**config.mk**
```make
export PLATFORM = sky130hd
export DESIGN_NAME = dsi_packet_arbiter
export DESIGN_NICKNAME = d
export VERILOG_FILES = /design/src/rtl/dsi_packet_arbiter_pkg.sv /design/src/rtl/dsi_packet_arbiter.sv
export SDC_FILE = /design/constraint.sdc
export NUM_CORES = 1
export LEC_CHECK = 0
export ABC_AREA = 1
export BUFFER_PORTS_ARGS = -buffer_cell sky130_fd_sc_hd__buf_2
export CAP_MARGIN = 10
export CORE_MARGIN = 10
export CORE_UTILIZATION = 46
export DETAILED_ROUTE_END_ITERATION = 10
export GPL_ROUTABILITY_DRIVEN = 0
export MAX_ROUTING_LAYER = met4
export PLACE_DENSITY = 0.93
export RECOVER_POWER = 100
export SLEW_MARGIN = 30
export SYNTH_ARGS = -nofsm -noshare
export SYNTH_HDL_FRONTEND = slang
export SYNTH_SLANG_ARGS = --single-unit
```
**constraint.sdc**
```tcl
create_clock -name clk_i -period 3 [get_ports clk_i]
set_input_delay 0 -clock clk_i [delete_from_list [all_inputs] [get_ports clk_i]]
set_output_delay 0 -clock clk_i [all_outputs]
set_load 0.01 [all_outputs]
```
**src/rtl/dsi_packet_arbiter_pkg.sv**
```systemverilog
// Shared types and constants for the DSI packet arbiter: arbiter state
// encoding, DCS data types and the payload beat geometry.
package dsi_packet_arbiter_pkg;

    typedef enum logic [2:0] {
        ARB_IDLE     = 3'd0,
        ARB_TG       = 3'd1,
        ARB_CMD_HDR  = 3'd2,
        ARB_CMD_PAY  = 3'd3,
        ARB_CMD_DONE = 3'd4
    } arb_state_t;

    localparam logic [5:0] PTYPE_DCS_SHORT_WRITE = 6'h05;
    localparam logic [5:0] PTYPE_DCS_LONG_WRITE  = 6'h39;

    // Payload bytes carried by one beat: three bytes (RGB888) per pixel lane.
    function automatic logic [15:0] bytes_per_beat(input int unsigned ppc);
        return 16'(3 * ppc);
    endfunction

endpackage

```
**src/rtl/dsi_packet_arbiter.sv**
```systemverilog
// Shares the DSI packet assembler between the video timing generator (always
// preferred) and the host command path, locking each packet until consumed.
module dsi_packet_arbiter
    import dsi_packet_arbiter_pkg::*;
#(
    parameter int unsigned g_pixels_per_clock = 1
) (
    input  logic                              clk_i,
    input  logic                              rst_n_i,
    input  logic                              tg_req_i,
    input  logic                              tg_islong_i,
    input  logic [5:0]                        tg_type_i,
    input  logic [15:0]                       tg_wcount_i,
    input  logic [15:0]                       tg_command_i,
    input  logic [24*g_pixels_per_clock-1:0]  tg_payload_i,
    input  logic                              tg_last_i,
    output logic                              tg_dreq_o,
    output logic                              tg_stall_o,
    input  logic                              cmd_req_i,
    input  logic                              cmd_islong_i,
    input  logic [5:0]                        cmd_type_i,
    input  logic [15:0]                       cmd_wcount_i,
    input  logic [15:0]                       cmd_command_i,
    input  logic [24*g_pixels_per_clock-1:0]  cmd_payload_i,
    input  logic                              cmd_last_i,
    output logic                              cmd_dreq_o,
    output logic                              cmd_done_o,
    output logic [15:0]                       cmd_count_o,
    output logic                              p_req_o,
    output logic                              p_islong_o,
    output logic [5:0]                        p_type_o,
    output logic [15:0]                       p_wcount_o,
    output logic [15:0]                       p_command_o,
    output logic [24*g_pixels_per_clock-1:0]  p_payload_o,
    output logic                              p_last_o,
    input  logic                              p_dreq_i
);

    localparam logic [15:0] BPB = bytes_per_beat(g_pixels_per_clock);

    arb_state_t  r_state;
    arb_state_t  w_next_state;
    logic [15:0] r_remaining;
    logic [15:0] r_cmd_count;

    logic w_sel_tg;
    logic w_sel_cmd;
    logic w_in_done;
    logic w_hdr_has_payload;
    logic w_pay_last;

    assign w_sel_tg          = (r_state == ARB_TG);
    assign w_sel_cmd         = (r_state == ARB_CMD_HDR) || (r_state == ARB_CMD_PAY);
    assign w_in_done         = (r_state == ARB_CMD_DONE);
    assign w_hdr_has_payload = cmd_islong_i && (cmd_wcount_i != 16'd0);
    assign w_pay_last        = (r_remaining <= BPB);

    // NOTE: every output of a combinational block gets a default before the
    // case, otherwise an unassigned path infers a latch.
    always_comb begin
        w_next_state = r_state;
        case (r_state)
            ARB_IDLE: begin
                if (tg_req_i)
                    w_next_state = ARB_TG;
                else if (cmd_req_i)
                    w_next_state = ARB_CMD_HDR;
            end
            ARB_TG: begin
                if (!tg_req_i)
                    w_next_state = ARB_IDLE;
            end
            ARB_CMD_HDR: begin
                // An accepted header commits the packet even if the source drops req.
                if (p_dreq_i)
                    w_next_state = w_hdr_has_payload ? ARB_CMD_PAY : ARB_CMD_DONE;
                else if (!cmd_req_i)
                    w_next_state = ARB_IDLE;
            end
            ARB_CMD_PAY: begin
                if (p_dreq_i && w_pay_last)
                    w_next_state = ARB_CMD_DONE;
            end
            ARB_CMD_DONE: w_next_state = ARB_IDLE;
            default:      w_next_state = ARB_IDLE;
        endcase
    end

    // NOTE: sequential state uses non-blocking assignments so every register
    // samples the pre-edge values regardless of statement order.
    always_ff @(posedge clk_i) begin
        if (!rst_n_i)
            r_state <= ARB_IDLE;
        else
            r_state <= w_next_state;
    end

    always_ff @(posedge clk_i) begin
        if (!rst_n_i) begin
            r_remaining <= 16'd0;
            r_cmd_count <= 16'd0;
        end else begin
            if ((r_state == ARB_CMD_HDR) && p_dreq_i && w_hdr_has_payload)
                r_remaining <= cmd_wcount_i;
            else if ((r_state == ARB_CMD_PAY) && p_dreq_i)
                r_remaining <= w_pay_last ? 16'd0 : (r_remaining - BPB);
            if (w_in_done)
                r_cmd_count <= r_cmd_count + 16'd1;
        end
    end

    // Zero-latency mux on registered state keeps TG's same-cycle handshake.
    always_comb begin
        p_req_o     = 1'b0;
        p_islong_o  = 1'b0;
        p_type_o    = '0;
        p_wcount_o  = '0;
        p_command_o = '0;
        p_payload_o = '0;
        p_last_o    = 1'b0;
        if (w_sel_tg) begin
            p_req_o     = tg_req_i;
            p_islong_o  = tg_islong_i;
            p_type_o    = tg_type_i;
            p_wcount_o  = tg_wcount_i;
            p_command_o = tg_command_i;
            p_payload_o = tg_payload_i;
            p_last_o    = tg_last_i;
        end else if (w_sel_cmd) begin
            p_req_o     = 1'b1;
            p_islong_o  = cmd_islong_i;
            p_type_o    = cmd_type_i;
            p_wcount_o  = cmd_wcount_i;
            p_command_o = cmd_command_i;
            p_payload_o = cmd_payload_i;
            p_last_o    = cmd_last_i;
        end
    end

    assign tg_dreq_o   = p_dreq_i & w_sel_tg;
    assign cmd_dreq_o  = p_dreq_i & w_sel_cmd;
    assign cmd_done_o  = w_in_done;
    assign tg_stall_o  = tg_req_i & (w_sel_cmd | w_in_done);
    assign cmd_count_o = r_cmd_count;

endmodule

```
==> results.toml <==
[status]
status = "completed"

[cts]
cts_hold_buf = 0
cts-root-buf = "clkbuf_8"
h-tree-depth = 2
cts_tree = "done"
clock_path_buffers = 2
cts_num_sinks = 35
numCtsBuffers = 5
cts-resized-gates = 0
clkTransAtPathRegs_ns = 0.08
postCtsSetupRepairBufs = 0
worst_skew_pair.late_latency_ns = 0.31

[detailed_routing]
first_pass_iters = 6
drc = 0
vias = 4396
routedWlPerCell_um = 15.36
detail_route.vias_per_cell = 4.990
wl_mm = 13.54
first_iter_violations = 311
ant_nets = 0

[timing]
tightest_slew_ns = 0.9816
fmax_mhz = 427.4
hold_viol = 0
fin_ws_ns = 0.6602
skew_ns = 0.007060
finalCriticalPeriod_ns = 2.340
max_slew_margin_pct = 34.37
finalMaxSlewViolations = 0
rsz0062_at_grt = "false"
setup_viol_count_final = 0
period_share_pct = 77.99
finalSetupTns_ns = 0

[worst_setup_path]
worst_path_max_delay_cell = "nand3_1"
critPathBufInv = 3
cp_max_fo = 34
critPathTopFamily = "buffers and inverters"
worst-setup-path-type = "flop to output pin"
path_cells = "inv_2 -> nand3_1 -> clkbuf_1 -> o21ai_0 -> clkbuf_1"
required_ns = 3.00
arrival_ns = 2.34
critPathMaxStageDelay_ns = 0.66
crit_path_frequent_cell = "clkbuf_1"
start_kind = "flop"
crit_path_end_kind = "output pin"

[synthesis]
syn_nets = 726
syn_inst = 591
synthArstFlopShare_pct = 0
yosysTopAreaCell = "dfxtp_1"
synth_area_sq_mm = 0.003182
synth_top_area_share_pct = 22.02
ys_seq_elements = 35
synth_cell_type_count = 25
synth_flop_cell = "dfxtp_1"
synth_edf_count = 0
synth.avg_cell_area_sq_um = 5.384
ys_warn_count = 0
ys_seq_area_share_pct = 22.02
synth.area.top_cells = "dfxtp_1 (22%), nand2_1 (18%), inv_1 (14%)"

[cells_and_area]
drive_gt1_share_pct = 19.40
fin_cells = 881
fin_area_sq_mm = 0.004253
fill_cells = 687
syn_to_final_growth_pct = 33.66
final_net_count = 933

[global_route]
antenna_found_initial = 1
track_usage_pct = 24.93
first_global_vias = 4205
grt-ovfl-total = 0
grt_max_degree = 48
grt_pass1_wl_mm = 20.29

[die]
die_w_um = 103.2
io-pin-count = 218
placementRows = 30
initial_utilization_pct = 47.09
coreArea_sq_mm = 0.006756
die_area_sq_mm = 0.01064
die_y_um = 103.2

[power]
p_leak_nw = 2.369
vdd_drop_max_mv = 0.1992
p_per_area_mw_per_mm2 = 411.9
power_w = 0.001752

[place]
pre_cts_slack_ns = 1.319
placed_cell_area_sq_mm = 0.004295
dp.cells = 871
dp_hpwl_mm = 11.15
io_buffers = 217

[flow_run]
cap_viol_max_count = 0

[hold_path]
hp-class = "input pin to flop"
## area by class of cell
cell class | instances | area, sq um | share of cell area, %
diodes | 2 | 5.005 | 0.1177
clock buffers | 5 | 68.82 | 1.618
clock inverters | 3 | 43.79 | 1.030
inverters | 124 | 465.4 | 10.94
multi-input cells | 411 | 1858 | 43.69
flip-flops and latches | 35 | 700.7 | 16.48
well taps | 80 | 100.1 | 2.354
repair buffers | 221 | 1011 | 23.77
## cells in the final DEF, fill, tap and decap left out, drive strengths merged, types with 3 or more instances in the layout
cell type and count:
nand4 8, dfxtp 35, o21bai 3, a21oi 15
nor2 78, clkbuf 87, nor3 8, nand2 158
o21ai 71, o22ai 6, inv 124, nand3 53
xor2 8, buf 139
## power by group
part / switching, W / leakage, nW / internal (W)
clock network: 0.000196 / 0.0581 / 0.000247
registers: 0.0000216 / 0.283 / 0.000482
logic: 0.000529 / 2.03 / 0.000276
## logic make-up after synthesis
family,Yosys count,synth area share (%)
xor gates and xnor gates,9,2.478
buffers and inverters,145,18.25
AOI/OAI and AO/OA,95,15.41
and+or+nand+nor,305,41.05
DFF,35,22.02
adders and majority gates,2,0.7863
## cells in the mapped netlist (5+ instances only)
cell,instances
nor3_1,7
dfxtp_1,35
xor2_1,8
nand4_1,8
inv_2,5
nor2_1,73
nand3_1,50
clkbuf_1,7
inv_1,119
o21ai_0,70
nand2_1,156
o22ai_1,6
a21oi_1,15
buf_2,11
## tightest hold or removal path, stage by stage
cell and delay [ns]:
buf_2 0.10, nand2_1 0.05, nand3_1 0.07, nand2_1 0.04
inv_1 0.04
## registers in the layout, summed over array words and instances (netlist names)
name,flops
cmd_count_o,16
r_remaining,16
r_state,3
## metrics by stage
| stage | hold slack (ns) | utilization [%] |
|---|---|---|
| global route | 0.06453 | 62.91 |
| global placement | 0.2904 | 63.57 |
| CTS | 0.02746 | 65.24 |
| detailed placement | 0.2937 | 63.57 |
| finish | 0.03255 | 62.94 |
| floorplan | 0.1324 | - |
## final timing paths
path / startpoint / endpoint / slack, ns / depth (start not counted)
worst min-delay path: cmd_wcount_i[3] / r_remaining[3] / 0.03 / 5
worst min register to register: cmd_count_o[10] / cmd_count_o[10] / 0.49 / 2
worst max-delay path: r_state[2] / p_payload_o[17] / 0.66 / 5
worst max register to register: r_state[2] / r_remaining[2] / 0.73 / 8
## layer usage
| layer | part of all wire [%] | global-route usage [%] | routed length (um) | vias to the layer above |
|---|---|---|---|---|
| li1 | - | - | - | 2229 |
| met1 | 37 | 26.84 | 4975 | 1932 |
| met2 | 51 | 41.88 | 6845 | 202 |
| met3 | 9.4 | 7.575 | 1279 | 33 |
| met4 | 3.2 | 10.48 | 434 | 0 |
| met5 | 0 | - | 0 | - |
Power figures use the tool's default switching activity.
